## src/rtl/cpu_exec_units.sv

```systemverilog
`default_nettype none
// +--------------------------------------------------------------------------+
// | Module      : cpu_exec_units                                             |
// | Description : Registered RV32I execute support: ALU with branch flags,   |
// |               immediate extender and load-data extender behind one       |
// |               capture stage. Define CPU_EXEC_STRICT_EN to zero outputs   |
// |               on unsupported codes and raise err.                        |
// | Revision    : 1.0 - initial release                                      |
// +--------------------------------------------------------------------------+
module cpu_exec_units (
    input  logic        clk,
    input  logic        rst,
    input  logic        in_valid,
    input  logic [31:0] alu_a,
    input  logic [31:0] alu_b,
    input  logic [3:0]  alu_control,
    input  logic [24:0] imm_data,
    input  logic [2:0]  imm_src,
    input  logic [31:0] load_data,
    input  logic [2:0]  data_ext_control,
    output logic        out_valid,
    output logic [31:0] alu_result,
    output logic        alu_zero,
    output logic        alu_lt,
    output logic        alu_borrow,
    output logic [31:0] imm_ext,
    output logic [31:0] data_ext,
    output logic        err
);

    localparam logic [3:0] c_ALU_ADD  = 4'b0000;
    localparam logic [3:0] c_ALU_SUB  = 4'b1000;
    localparam logic [3:0] c_ALU_SLL  = 4'b0001;
    localparam logic [3:0] c_ALU_SLT  = 4'b0010;
    localparam logic [3:0] c_ALU_SLTU = 4'b0011;
    localparam logic [3:0] c_ALU_XOR  = 4'b0100;
    localparam logic [3:0] c_ALU_SRL  = 4'b0101;
    localparam logic [3:0] c_ALU_SRA  = 4'b1101;
    localparam logic [3:0] c_ALU_OR   = 4'b0110;
    localparam logic [3:0] c_ALU_AND  = 4'b0111;

    localparam logic [2:0] c_IMM_I = 3'd0;
    localparam logic [2:0] c_IMM_S = 3'd1;
    localparam logic [2:0] c_IMM_B = 3'd2;
    localparam logic [2:0] c_IMM_U = 3'd3;
    localparam logic [2:0] c_IMM_J = 3'd4;

    localparam logic [2:0] c_LD_B  = 3'b000;
    localparam logic [2:0] c_LD_H  = 3'b001;
    localparam logic [2:0] c_LD_W  = 3'b010;
    localparam logic [2:0] c_LD_BU = 3'b100;
    localparam logic [2:0] c_LD_HU = 3'b101;

    logic [4:0]  w_shamt;
    logic        w_lt;
    logic        w_borrow;
    logic [31:0] w_alu_result;
    logic [31:0] w_imm_ext;
    logic [31:0] w_data_ext;
    logic        w_err;

    logic        r_out_valid;
    logic [31:0] r_alu_result;
    logic        r_alu_zero;
    logic        r_alu_lt;
    logic        r_alu_borrow;
    logic [31:0] r_imm_ext;
    logic [31:0] r_data_ext;
    logic        r_err;

    assign w_shamt  = alu_b[4:0];
    // Flags compare the raw operands so branches work regardless of the op.
    assign w_lt     = $signed(alu_a) < $signed(alu_b);
    assign w_borrow = alu_a < alu_b;

    always_comb begin
        w_alu_result = 32'd0;
        case (alu_control)
            c_ALU_ADD:  w_alu_result = alu_a + alu_b;
            c_ALU_SUB:  w_alu_result = alu_a - alu_b;
            c_ALU_SLL:  w_alu_result = alu_a << w_shamt;
            c_ALU_SLT:  w_alu_result = {31'd0, w_lt};
            c_ALU_SLTU: w_alu_result = {31'd0, w_borrow};
            c_ALU_XOR:  w_alu_result = alu_a ^ alu_b;
            c_ALU_SRL:  w_alu_result = alu_a >> w_shamt;
            c_ALU_SRA:  w_alu_result = $unsigned($signed(alu_a) >>> w_shamt);
            c_ALU_OR:   w_alu_result = alu_a | alu_b;
            c_ALU_AND:  w_alu_result = alu_a & alu_b;
            default:    w_alu_result = 32'd0;
        endcase
    end

    // imm_data[k] carries instr[k+7].
    always_comb begin
        w_imm_ext = 32'd0;
        case (imm_src)
            c_IMM_I: w_imm_ext = {{20{imm_data[24]}}, imm_data[24:13]};
            c_IMM_S: w_imm_ext = {{20{imm_data[24]}}, imm_data[24:18], imm_data[4:0]};
            c_IMM_B: w_imm_ext = {{19{imm_data[24]}}, imm_data[24], imm_data[0],
                                  imm_data[23:18], imm_data[4:1], 1'b0};
            c_IMM_U: w_imm_ext = {imm_data[24:5], 12'd0};
            c_IMM_J: w_imm_ext = {{11{imm_data[24]}}, imm_data[24], imm_data[12:5],
                                  imm_data[13], imm_data[23:14], 1'b0};
            default: w_imm_ext = 32'd0;
        endcase
    end

    always_comb begin
        w_data_ext = load_data;
        case (data_ext_control)
            c_LD_B:  w_data_ext = {{24{load_data[7]}}, load_data[7:0]};
            c_LD_H:  w_data_ext = {{16{load_data[15]}}, load_data[15:0]};
            c_LD_W:  w_data_ext = load_data;
            c_LD_BU: w_data_ext = {24'd0, load_data[7:0]};
            c_LD_HU: w_data_ext = {16'd0, load_data[15:0]};
`ifdef CPU_EXEC_STRICT_EN
            default: w_data_ext = 32'd0;
`else
            default: w_data_ext = load_data;
`endif
        endcase
    end

`ifdef CPU_EXEC_STRICT_EN
    logic w_alu_bad;
    logic w_imm_bad;
    logic w_ld_bad;

    always_comb begin
        w_alu_bad = 1'b1;
        case (alu_control)
            c_ALU_ADD, c_ALU_SUB, c_ALU_SLL, c_ALU_SLT, c_ALU_SLTU,
            c_ALU_XOR, c_ALU_SRL, c_ALU_SRA, c_ALU_OR, c_ALU_AND: w_alu_bad = 1'b0;
            default: w_alu_bad = 1'b1;
        endcase
    end

    assign w_imm_bad = imm_src > c_IMM_J;
    assign w_ld_bad  = (data_ext_control == 3'b011) || (data_ext_control[2:1] == 2'b11);
    assign w_err     = w_alu_bad | w_imm_bad | w_ld_bad;
`else
    assign w_err = 1'b0;
`endif

    always_ff @(posedge clk or posedge rst) begin
        if (rst) begin
            r_out_valid  <= 1'b0;
            r_alu_result <= 32'd0;
            r_alu_zero   <= 1'b0;
            r_alu_lt     <= 1'b0;
            r_alu_borrow <= 1'b0;
            r_imm_ext    <= 32'd0;
            r_data_ext   <= 32'd0;
            r_err        <= 1'b0;
        end else begin
            r_out_valid <= in_valid;
            if (in_valid) begin
                r_alu_result <= w_alu_result;
                r_alu_zero   <= (w_alu_result == 32'd0);
                r_alu_lt     <= w_lt;
                r_alu_borrow <= w_borrow;
                r_imm_ext    <= w_imm_ext;
                r_data_ext   <= w_data_ext;
                r_err        <= w_err;
            end
        end
    end

    assign out_valid  = r_out_valid;
    assign alu_result = r_alu_result;
    assign alu_zero   = r_alu_zero;
    assign alu_lt     = r_alu_lt;
    assign alu_borrow = r_alu_borrow;
    assign imm_ext    = r_imm_ext;
    assign data_ext   = r_data_ext;
    assign err        = r_err;

endmodule
`default_nettype wire

```

## config.mk

```make
export PLATFORM = sky130hd
export DESIGN_NAME = cpu_exec_units
export DESIGN_NICKNAME = d
export VERILOG_FILES = /design/src/rtl/cpu_exec_units.sv
export SDC_FILE = /design/constraint.sdc
export NUM_CORES = 1
export LEC_CHECK = 0
export CAP_MARGIN = 20
export CELL_PAD_IN_SITES_DETAIL_PLACEMENT = 0
export CELL_PAD_IN_SITES_GLOBAL_PLACEMENT = 1
export CORE_MARGIN = 4
export CORE_UTILIZATION = 30
export CTS_BUF_LIST = sky130_fd_sc_hd__clkbuf_4 sky130_fd_sc_hd__clkbuf_8
export DETAILED_ROUTE_END_ITERATION = 10
export PLACE_DENSITY = 0.64
export SLEW_MARGIN = 20
export SYNTH_ARGS = -nofsm -noshare
export SYNTH_HDL_FRONTEND = slang
export SYNTH_SLANG_ARGS = --single-unit
```

## constraint.sdc

```tcl
create_clock -name clk -period 4 [get_ports clk]
set_input_delay 0.8 -clock clk [delete_from_list [all_inputs] [get_ports clk]]
set_output_delay 0.8 -clock clk [all_outputs]
set_load 0.01 [all_outputs]
```

==> impl_metrics.csv <==
group,metric,value,unit
clock_network,clock_tree.buffer_depth,2,
logic_synthesis,yosys_warnings,0,
sta,hold_viol,0,
floorplan,core,0.0468,mm²
placement,place_inst,3189,
global_routing,grt_pass1_wl,116000,µm
global_routing,grt_use_total,0.298,
critical_path,crit_buf_inv,6,
logic_synthesis,syn_inst,1881,
critical_path,slowest_delay,0.46,ns
critical_path,crit_start,"alu_a[14]",
outcome,violations,"negative setup slack",
power_and_ir_drop,power.total,4860,µW
sta,final.period_utilization,1.02,
placement,post-dp-hpwl,65000,µm
power_and_ir_drop,powerDensity,216,mW/mm²
worst_hold_path,holdCritStartpoint,"alu_result[19]",
sta,tns,-0.0658,ns
logic_synthesis,syn-cell-area,0.0143,mm²
floorplan,dieArea,0.0511,mm²
logic_synthesis,syn_nets,2116,
logic_synthesis,avgSynthCellArea,7.59,µm²
floorplan,die_h,226,µm
worst_hold_path,holdPathStages,1,
cells_and_area,synthToLayoutAreaGrowth,57.7,%
floorplan,die_x,226,µm
cells_and_area,layout_commonest_cell,"buf_4",
sta,fin_worst_skew,0,ns
drt,drc,0,
drt,dr_total_vias,18200,
logic_synthesis,synth_seq_area_share,0.175,
global_routing,grt_max_degree,90,
critical_path,critPathArrivalTime,4.38,ns
clock_network,root_buffer,"clkbuf_8",
clock_network,cts_tree,"built",
sta,setup_violations,1,
sta,fin_ws,-0.0658,ns
critical_path,path_class,"primary input to register",
critical_path,crit_fanout,10,
global_routing,overflow,0,
drt,wire_per_inst,24.6,µm
clock_network,cts_hold_buf,0,
global_routing,antenna_found_initial,0,
critical_path,critPathLaunchType,"primary input",
clock_network,clk_pin_slew,0.09,ns
logic_synthesis,synth.distinct_cells,101,
clock_network,cts_sinks,100,
drt,drtPass1Iterations,6,
critical_path,worst_path_most_repeated_cell,"buf_4",
logic_synthesis,synth_flop_cell,"dfrtp_1",
cells_and_area,nets,2837,
sta,tightest_slew,0.893,ns
cells_and_area,final_cell_mix,"buf_4 (628), clkdlybuf4s50_1 (216), nor2_1 (184)",
critical_path,cpLargestDelayFamily,"buffers and inverters",
drt,final_antenna_net_count,0,
critical_path,cp.depth,17,
sta,maxSlewHeadroom,0.405,
logic_synthesis,synth_edf_count,0,
power_and_ir_drop,ir_drop,0.200,mV
drt,wl,79100,µm
sta,drv_slew,0,
sta,rsz0062_at_grt,"yes",
placement,io_buffers,233,
critical_path,timing.rr.start,"alu_result[31]",
floorplan,initial_core_util,0.305,
logic_synthesis,async_reset_ff_frac,1.00,
critical_path,critPathCaptureType,"register",
clock_network,insertion_delay,0.39,ns
critical_path,cpMaxStageDelayCell,"mux4_2",
outcome,status,"finished, violations left",
logic_synthesis,synth-seq-cells,100,
cells_and_area,diodes,0,
critical_path,reg2reg_depth,2,
drt,drtIter0Drc,1880,
drt,viasPerCell,5.68,
floorplan,rows,79,
worst_hold_path,hold_path.class,"register to register",
power_and_ir_drop,leakage,0.00988,µW
cells_and_area,drive_gt1_frac,0.341,
flow_run,cap_violations,0,
critical_path,worstPathCellList,"clkdlybuf4s50_1 > buf_4 > buf_4 > mux4_2 > mux2_2 > buf_4 > nand2_1 > o311ai_0 > a21oi_1 > o21ai_1 > buf_4 > nor4bb_1 > nand4_1 > nor3_2 > buf_4 > nand4_1 > o22ai_2",
global_routing,grt_pass1_vias,18100,
sta,post-route-min-period,4.07,ns
cells_and_area,stdcell_count,3214,
floorplan,io_pins,235,
sta,max_clock_freq,0.246,GHz
clock_network,cts_inserted_buffers,9,
placement,routabilityCongestion,0.987,
critical_path,required,4.31,ns
clock_network,htreeDepth,3,
[path summary, 6_finish.rpt]
| check | end | slack (ns) |
|---|---|---|
| max in group asynchronous | alu_result[9] | 2.44 |
| setup / recovery | alu_zero | -0.07 |
| hold reg to reg | alu_result[19] | 0.49 |
| hold / removal | alu_result[19] | 0.49 |
| setup reg to reg | alu_result[31] | 3.22 |
| min in group asynchronous | data_ext[7] | 0.80 |
[layer usage]
layer	global-route usage	part of all wire	routed length [µm]
met1	0.429	0.45	35600
met4	0.0772	0.032	2550
met2	0.472	0.45	35600
met3	0.0390	0.068	5410
met5	0	0	0
[timing repair]
item,CTS,global route
setup buffers,7,2
endpoints found under the setup margin,11,9
gates cloned,0,0
gates resized for setup,91,53
pin swaps,15,8
[synth_stat cells (all sizes together), types with 39 or more instances]
cell	count	area share
nand2	179	0.047
mux2i	51	0.036
o21ai	120	0.042
mux4	55	0.088
buf	62	0.025
a21oi	194	0.068
nor2	190	0.050
mux2	43	0.034
dfrtp	100	0.18
nand3	39	0.014
clkbuf	108	0.028
ha	99	0.087
inv	124	0.033
[cells by family (layout without fill, tap and decap cells)]
kind of cell | Yosys count | after routing | share of synthesized area
and+or+nand+nor | 593 | 593 | 0.196
DFF | 100 | 100 | 0.175
xor gates and xnor gates | 9 | 9 | 0.00552
adders and majority gates | 101 | 101 | 0.0896
AOI/OAI and AO/OA | 632 | 632 | 0.289
other | 1 | 1 | 0.000263
buffers and inverters | 296 | 1022 | 0.0863
muxes | 149 | 149 | 0.158
[where the power goes]
| group | switching, µW | leakage (µW) | internal (µW) |
|---|---|---|---|
| registers | 68.1 | 0.00121 | 1130 |
| logic | 1560 | 0.00857 | 1480 |
| clock network | 375 | 0.0000931 | 252 |
| total | 2000 | 0.00988 | 2860 |
[state kept, by name, indices dropped and copies added (netlist names)]
name and count:
out_valid 1, imm_ext 32, alu_zero 1, alu_borrow 1, alu_result 32, data_ext 32, alu_lt 1
[layout make-up]
| cell class | instances | area [µm²] |
|---|---|---|
| fillers | 4765 | 24200 |
| multi-input cells | 1485 | 11200 |
| repair buffers | 880 | 7380 |
| flip-flops and latches | 100 | 2500 |
| well taps | 607 | 759 |
| inverters | 126 | 475 |
| clock buffers | 11 | 145 |
| clock inverters | 5 | 35.0 |
[stage by stage]
stage	setup WS, ns	utilization	cell area (µm²)	hold WS (ns)
global route	-0.152	0.481	22500	0.538
CTS	0.00112	0.475	22200	0.490
finish	-0.0658	0.481	22500	0.487
global placement	-0.800	0.463	21600	0.470
floorplan	0.00126	-	14300	0.516
detailed placement	-0.836	0.463	21600	0.469
Note: power is estimated with default switching activity, not from simulation.
